--- config.mk ---
export PLATFORM = sky130hd
export DESIGN_NAME = if_stage
export DESIGN_NICKNAME = d
export VERILOG_FILES = /design/src/rtl/if_stage.sv
export SDC_FILE = /design/constraint.sdc
export NUM_CORES = 1
export LEC_CHECK = 0
export BUFFER_PORTS_ARGS = -buffer_cell sky130_fd_sc_hd__clkbuf_2
export CORE_UTILIZATION = 25
export DETAILED_ROUTE_END_ITERATION = 10
export GPL_ROUTABILITY_DRIVEN = 0
export GPL_TIMING_DRIVEN = 0
export SLEW_MARGIN = 10
export SYNTH_ARGS = -nofsm -noshare
export SYNTH_HDL_FRONTEND = slang
export SYNTH_SLANG_ARGS = --single-unit
--- constraint.sdc ---
create_clock -name clock -period 4.85 [get_ports clock]
set_input_delay 1.2125 -clock clock [delete_from_list [all_inputs] [get_ports clock]]
set_output_delay 1.2125 -clock clock [all_outputs]
set_load 0.03 [all_outputs]
--- src/rtl/if_stage.sv ---
// Instruction-fetch stage: owns the fetch PC, the imem request handshake and the
// IF/ID register. Supports stall (one-entry hold buffer) and redirect/flush with kill.
module if_stage #(
  parameter int unsigned       ADDR_W   = 32,
  parameter logic [ADDR_W-1:0] RESET_PC = ADDR_W'(32'h0000_0000)
) (
  input  logic              clock,
  input  logic              reset,
  input  logic              stall,
  input  logic              redirect_valid,
  input  logic [ADDR_W-1:0] redirect_pc,
  output logic              imem_req,
  output logic [ADDR_W-1:0] imem_addr,
  input  logic              imem_ack,
  input  logic [31:0]       imem_rdata,
  output logic              ifid_valid,
  output logic [31:0]       ifid_instr,
  output logic [ADDR_W-1:0] ifid_pc,
  output logic [ADDR_W-1:0] ifid_pc4
);

  localparam logic [0:0]        ST_FETCH = 1'b0;
  localparam logic [0:0]        ST_HOLD  = 1'b1;
  localparam logic [ADDR_W-1:0] PC_STEP  = ADDR_W'(32'd4);

  logic [0:0]        r_state;
  logic              r_req;
  logic [ADDR_W-1:0] r_fetch_pc;
  logic              r_kill;
  logic [ADDR_W-1:0] r_pending_pc;
  logic [31:0]       r_hold_instr;
  logic [ADDR_W-1:0] r_hold_pc;
  logic              r_ifid_valid;
  logic [31:0]       r_ifid_instr;
  logic [ADDR_W-1:0] r_ifid_pc;
  logic [ADDR_W-1:0] r_ifid_pc4;

  logic [0:0]        w_state_nxt;
  logic              w_req_nxt;
  logic [ADDR_W-1:0] w_fetch_pc_nxt;
  logic              w_kill_nxt;
  logic [ADDR_W-1:0] w_pending_pc_nxt;
  logic [31:0]       w_hold_instr_nxt;
  logic [ADDR_W-1:0] w_hold_pc_nxt;
  logic              w_ifid_valid_nxt;
  logic [31:0]       w_ifid_instr_nxt;
  logic [ADDR_W-1:0] w_ifid_pc_nxt;
  logic [ADDR_W-1:0] w_ifid_pc4_nxt;
  logic [ADDR_W-1:0] w_fetch_pc_inc;
  logic [ADDR_W-1:0] w_hold_pc_inc;

  assign w_fetch_pc_inc = r_fetch_pc + PC_STEP;
  assign w_hold_pc_inc  = r_hold_pc + PC_STEP;

  // Next-state logic; redirect (flush) outranks stall and everything else.
  always_comb begin
    w_state_nxt      = r_state;
    w_req_nxt        = r_req;
    w_fetch_pc_nxt   = r_fetch_pc;
    w_kill_nxt       = r_kill;
    w_pending_pc_nxt = r_pending_pc;
    w_hold_instr_nxt = r_hold_instr;
    w_hold_pc_nxt    = r_hold_pc;
    w_ifid_valid_nxt = r_ifid_valid;
    w_ifid_instr_nxt = r_ifid_instr;
    w_ifid_pc_nxt    = r_ifid_pc;
    w_ifid_pc4_nxt   = r_ifid_pc4;

    if (redirect_valid) begin
      w_ifid_valid_nxt = 1'b0;
      if (r_req && !imem_ack) begin
        // Address must stay put until the in-flight word returns; remember where to go.
        w_kill_nxt       = 1'b1;
        w_pending_pc_nxt = redirect_pc;
      end else begin
        w_fetch_pc_nxt = redirect_pc;
        w_kill_nxt     = 1'b0;
        w_state_nxt    = ST_FETCH;
        w_req_nxt      = 1'b1;
      end
    end else begin
      case (r_state)
        ST_HOLD: begin
          if (!stall) begin
            w_ifid_valid_nxt = 1'b1;
            w_ifid_instr_nxt = r_hold_instr;
            w_ifid_pc_nxt    = r_hold_pc;
            w_ifid_pc4_nxt   = w_hold_pc_inc;
            w_fetch_pc_nxt   = w_hold_pc_inc;
            w_state_nxt      = ST_FETCH;
            w_req_nxt        = 1'b1;
          end else begin
            w_ifid_valid_nxt = r_ifid_valid;
          end
        end
        ST_FETCH: begin
          if (!r_req) begin
            w_req_nxt        = 1'b1;
            w_ifid_valid_nxt = stall ? r_ifid_valid : 1'b0;
          end else if (imem_ack) begin
            if (r_kill) begin
              w_fetch_pc_nxt   = r_pending_pc;
              w_kill_nxt       = 1'b0;
              w_ifid_valid_nxt = stall ? r_ifid_valid : 1'b0;
            end else if (stall) begin
              w_hold_instr_nxt = imem_rdata;
              w_hold_pc_nxt    = r_fetch_pc;
              w_state_nxt      = ST_HOLD;
              w_req_nxt        = 1'b0;
            end else begin
              w_ifid_valid_nxt = 1'b1;
              w_ifid_instr_nxt = imem_rdata;
              w_ifid_pc_nxt    = r_fetch_pc;
              w_ifid_pc4_nxt   = w_fetch_pc_inc;
              w_fetch_pc_nxt   = w_fetch_pc_inc;
            end
          end else begin
            w_ifid_valid_nxt = stall ? r_ifid_valid : 1'b0;
          end
        end
        default: begin
          w_state_nxt      = ST_FETCH;
          w_req_nxt        = 1'b0;
          w_kill_nxt       = 1'b0;
          w_ifid_valid_nxt = 1'b0;
        end
      endcase
    end
  end

  // State and pipeline registers.
  always_ff @(posedge clock or negedge reset) begin
    if (!reset) begin
      r_state      <= ST_FETCH;
      r_req        <= 1'b0;
      r_fetch_pc   <= RESET_PC;
      r_kill       <= 1'b0;
      r_pending_pc <= '0;
      r_hold_instr <= 32'h0000_0000;
      r_hold_pc    <= '0;
      r_ifid_valid <= 1'b0;
      r_ifid_instr <= 32'h0000_0000;
      r_ifid_pc    <= '0;
      r_ifid_pc4   <= '0;
    end else begin
      r_state      <= w_state_nxt;
      r_req        <= w_req_nxt;
      r_fetch_pc   <= w_fetch_pc_nxt;
      r_kill       <= w_kill_nxt;
      r_pending_pc <= w_pending_pc_nxt;
      r_hold_instr <= w_hold_instr_nxt;
      r_hold_pc    <= w_hold_pc_nxt;
      r_ifid_valid <= w_ifid_valid_nxt;
      r_ifid_instr <= w_ifid_instr_nxt;
      r_ifid_pc    <= w_ifid_pc_nxt;
      r_ifid_pc4   <= w_ifid_pc4_nxt;
    end
  end

  assign imem_req   = r_req;
  assign imem_addr  = r_fetch_pc;
  assign ifid_valid = r_ifid_valid;
  assign ifid_instr = r_ifid_instr;
  assign ifid_pc    = r_ifid_pc;
  assign ifid_pc4   = r_ifid_pc4;

endmodule

==> metrics <==
first-pass GRT wire length 64.6 mm; Slew @ Worst Pin 1.21 ns; Final Worst Setup Slack 1.22 ns; CTS Buffer Depth 3; Final Power 7.86 mW; synth warn 0; startpoint types flip-flop; Synth Net Count 1214; Final min period 3.63 ns; worst r2r src r_state; CP most frequent cell clkbuf_1; FF-to-FF path depth 6; Hold-fix buffers, CTS 0; fraction of layout cells with a size suffix above 1 26.4%; # diodes 0; CP max stage delay 0.85 ns; Netlist cell types 64; die width 218 um; flops & latches, synth 226; Post-Synthesis Cell Area 11600 um2; Power Dens Cells 548 nW/um2; required time worst endpoint 5.27 ns; CTS Buf Count 28; postcts setup bufs 0; final instance area 14300 um2; DRT Wirelength 43.3 mm; asr flop ratio synth 100%; worst-path cell chain clkbuf_1, buf_2, clkbuf_1, buf_1, o21ai_0, a311oi_1; Syn Inst Count 1143; final count of hold timing violations 0; CP arrival 4.04 ns; CP max stage cell clkbuf_1; critical path endpoint category flip-flop; clk_skew 0.0207 ns; status finished clean; FP Rows 78; Reg clk slew, reported paths 0.06 ns; RR Endpoint imem_addr[17]; total track usage 18.1%; Layout Nets 1442; post_cts resized 0; number of max-cap violations 0; post-place instance area 13400 um2; Post-Syn Area per Cell 10.2 um2; clk sink count 226; ys flop type dfrtp_1; Initial DRC Count 1225; max_slew headroom 18.4%; initial core utilization 25.5%; register area share after synthesis 48.7%; critical path's top delay family buffers and inverters; leakage 6.07 nW; most common cell after layout, fill and taps aside dfrtp_1; most frequent cells in the layout 226 x dfrtp_1, 197 x clkbuf_2, 144 x nand2_1, 110 x o21ai_0, 97 x mux2_2; post-DR vias/cell 5.17; Min-Delay Path Depth 2; critical path class flip-flop to flip-flop; worst min-delay path startpoint ifid_instr[6]; I/O pins 199; area grow syn2layout 23.4%; # setup viols final 0; DRC viols 0; fillers 4709; Die Ht 218 um; DP Wirelength 32.7 mm; port bufs 196; peak supply drop 0.000252 V; vias 10300; die area 47400 um2; flop-to-flop setup slack 1.22 ns; buffers plus inverters on the worst setup path 4; Finished Core Util 31.5%; Worst Hold Class flip-flop to flip-flop; Max Freq 276 MHz; RSZ-0062 raised after global routing no; clk_lat worst skew 0.57 ns; Post-synth EDFFs 0; Hold Worst Slack 0.477 ns; antenna viol nets, final 0; CTS tree yes; largest net degree at the start of global routing 98; post-DR wirelength/cell 21.8 um; core box area 45600 um2; Slew Limit Fails 0; DR pass1 iterations 6; pre-CTS setup slack 0.692 ns; initial antenna violation count 1; CP max FO 10; root buffer cell clkbuf_16; final cycle utilization of the critical path 74.8%; grt ovf 0; Hold Path Sink ifid_instr[6]; vias in the first global route 10200; Max H-tree Level 1
[flip-flops by register name (all words and copies together) (netlist names)]
signal	flops
ifid_instr	32
ifid_pc	32
imem_addr	32
r_hold_instr	32
r_hold_pc	32
r_pending_pc	32
ifid_pc4	30
ifid_valid	1
imem_req	1
r_kill	1
r_state	1
[cell usage after synthesis, types with 14 or more instances]
master | instances | share of area (%)
dfrtp_1 | 226 | 49
nand2_1 | 144 | 4.7
o21ai_0 | 110 | 4.7
mux2_2 | 97 | 9.4
mux2i_1 | 72 | 6.2
clkbuf_1 | 62 | 2.0
nor2_1 | 35 | 1.1
nor3_1 | 30 | 1.3
nor4_1 | 25 | 1.3
nand3_1 | 22 | 0.95
a21oi_1 | 21 | 0.90
a31oi_1 | 21 | 1.1
nand4_1 | 18 | 0.97
inv_1 | 16 | 0.52
xnor2_1 | 16 | 1.2
buf_2 | 14 | 0.60
[per-stage QoR]
step	setup TNS [ns]	std cells
after floorplan	0	1143
after global placement	-469.34	1939
after detailed placement	0	1941
after CTS	0	1988
after global routing	0	1988
final	0	1988
[routing by layer]
metal  part of all wire [%]  track usage, %
met1                     43            24.4
met2                     45            28.4
met3                    9.0            4.11
met4                    3.2            6.17
met5                  0.039               0
[tightest hold or removal path: stages, from the launching register on]
cell and delay, ns:
dfrtp_1 0.34, nand2_1 0.05, o21ai_0 0.06
[worst max-delay path by stage]
stage | startpoint | end | cells past startpoint
after floorplan | redirect_valid | imem_addr[15] | 7
after global routing | stall | r_hold_pc[0] | 6
after CTS | stall | r_hold_pc[2] | 6
final | r_state | imem_addr[17] | 6
after global placement | reset | ifid_pc[2] | 1
after detailed placement | stall | r_hold_pc[2] | 6
[where the power goes]
group | switching (mW) | internal, mW | total, mW
combinational | 1.85 | 0.920 | 2.77
sequential | 0.501 | 2.47 | 2.97
clock | 0.835 | 1.29 | 2.13
total | 3.19 | 4.68 | 7.86
[cells by family (layout without fill, tap and decap cells)]
| family | count (synthesis) | after routing | synth area share [%] |
|---|---|---|---|
| adder cells (fa/ha/maj) | 2 | 2 | 0.215 |
| buffers and inverters | 108 | 353 | 3.79 |
| flip-flops | 226 | 226 | 48.7 |
| XOR/XNOR | 27 | 27 | 2.03 |
| multiplexers | 169 | 169 | 15.6 |
| AND/OR/NAND/NOR | 339 | 339 | 14.5 |
| AO/OA/AOI/OAI | 272 | 272 | 15.2 |
[layout make-up]
type | count | area, um2 | share of cell area, %
plain buffers | 91 | 377 | 2.63
clock buffers | 39 | 793 | 5.53
clock inverters | 8 | 125 | 0.872
inverters | 17 | 63.8 | 0.445
multi-input cells | 809 | 5530 | 38.6
flip-flops and latches | 226 | 5660 | 39.4
well taps | 600 | 751 | 5.23
repair buffers | 198 | 1040 | 7.28
No activity file was read; power rests on OpenSTA's default activity.
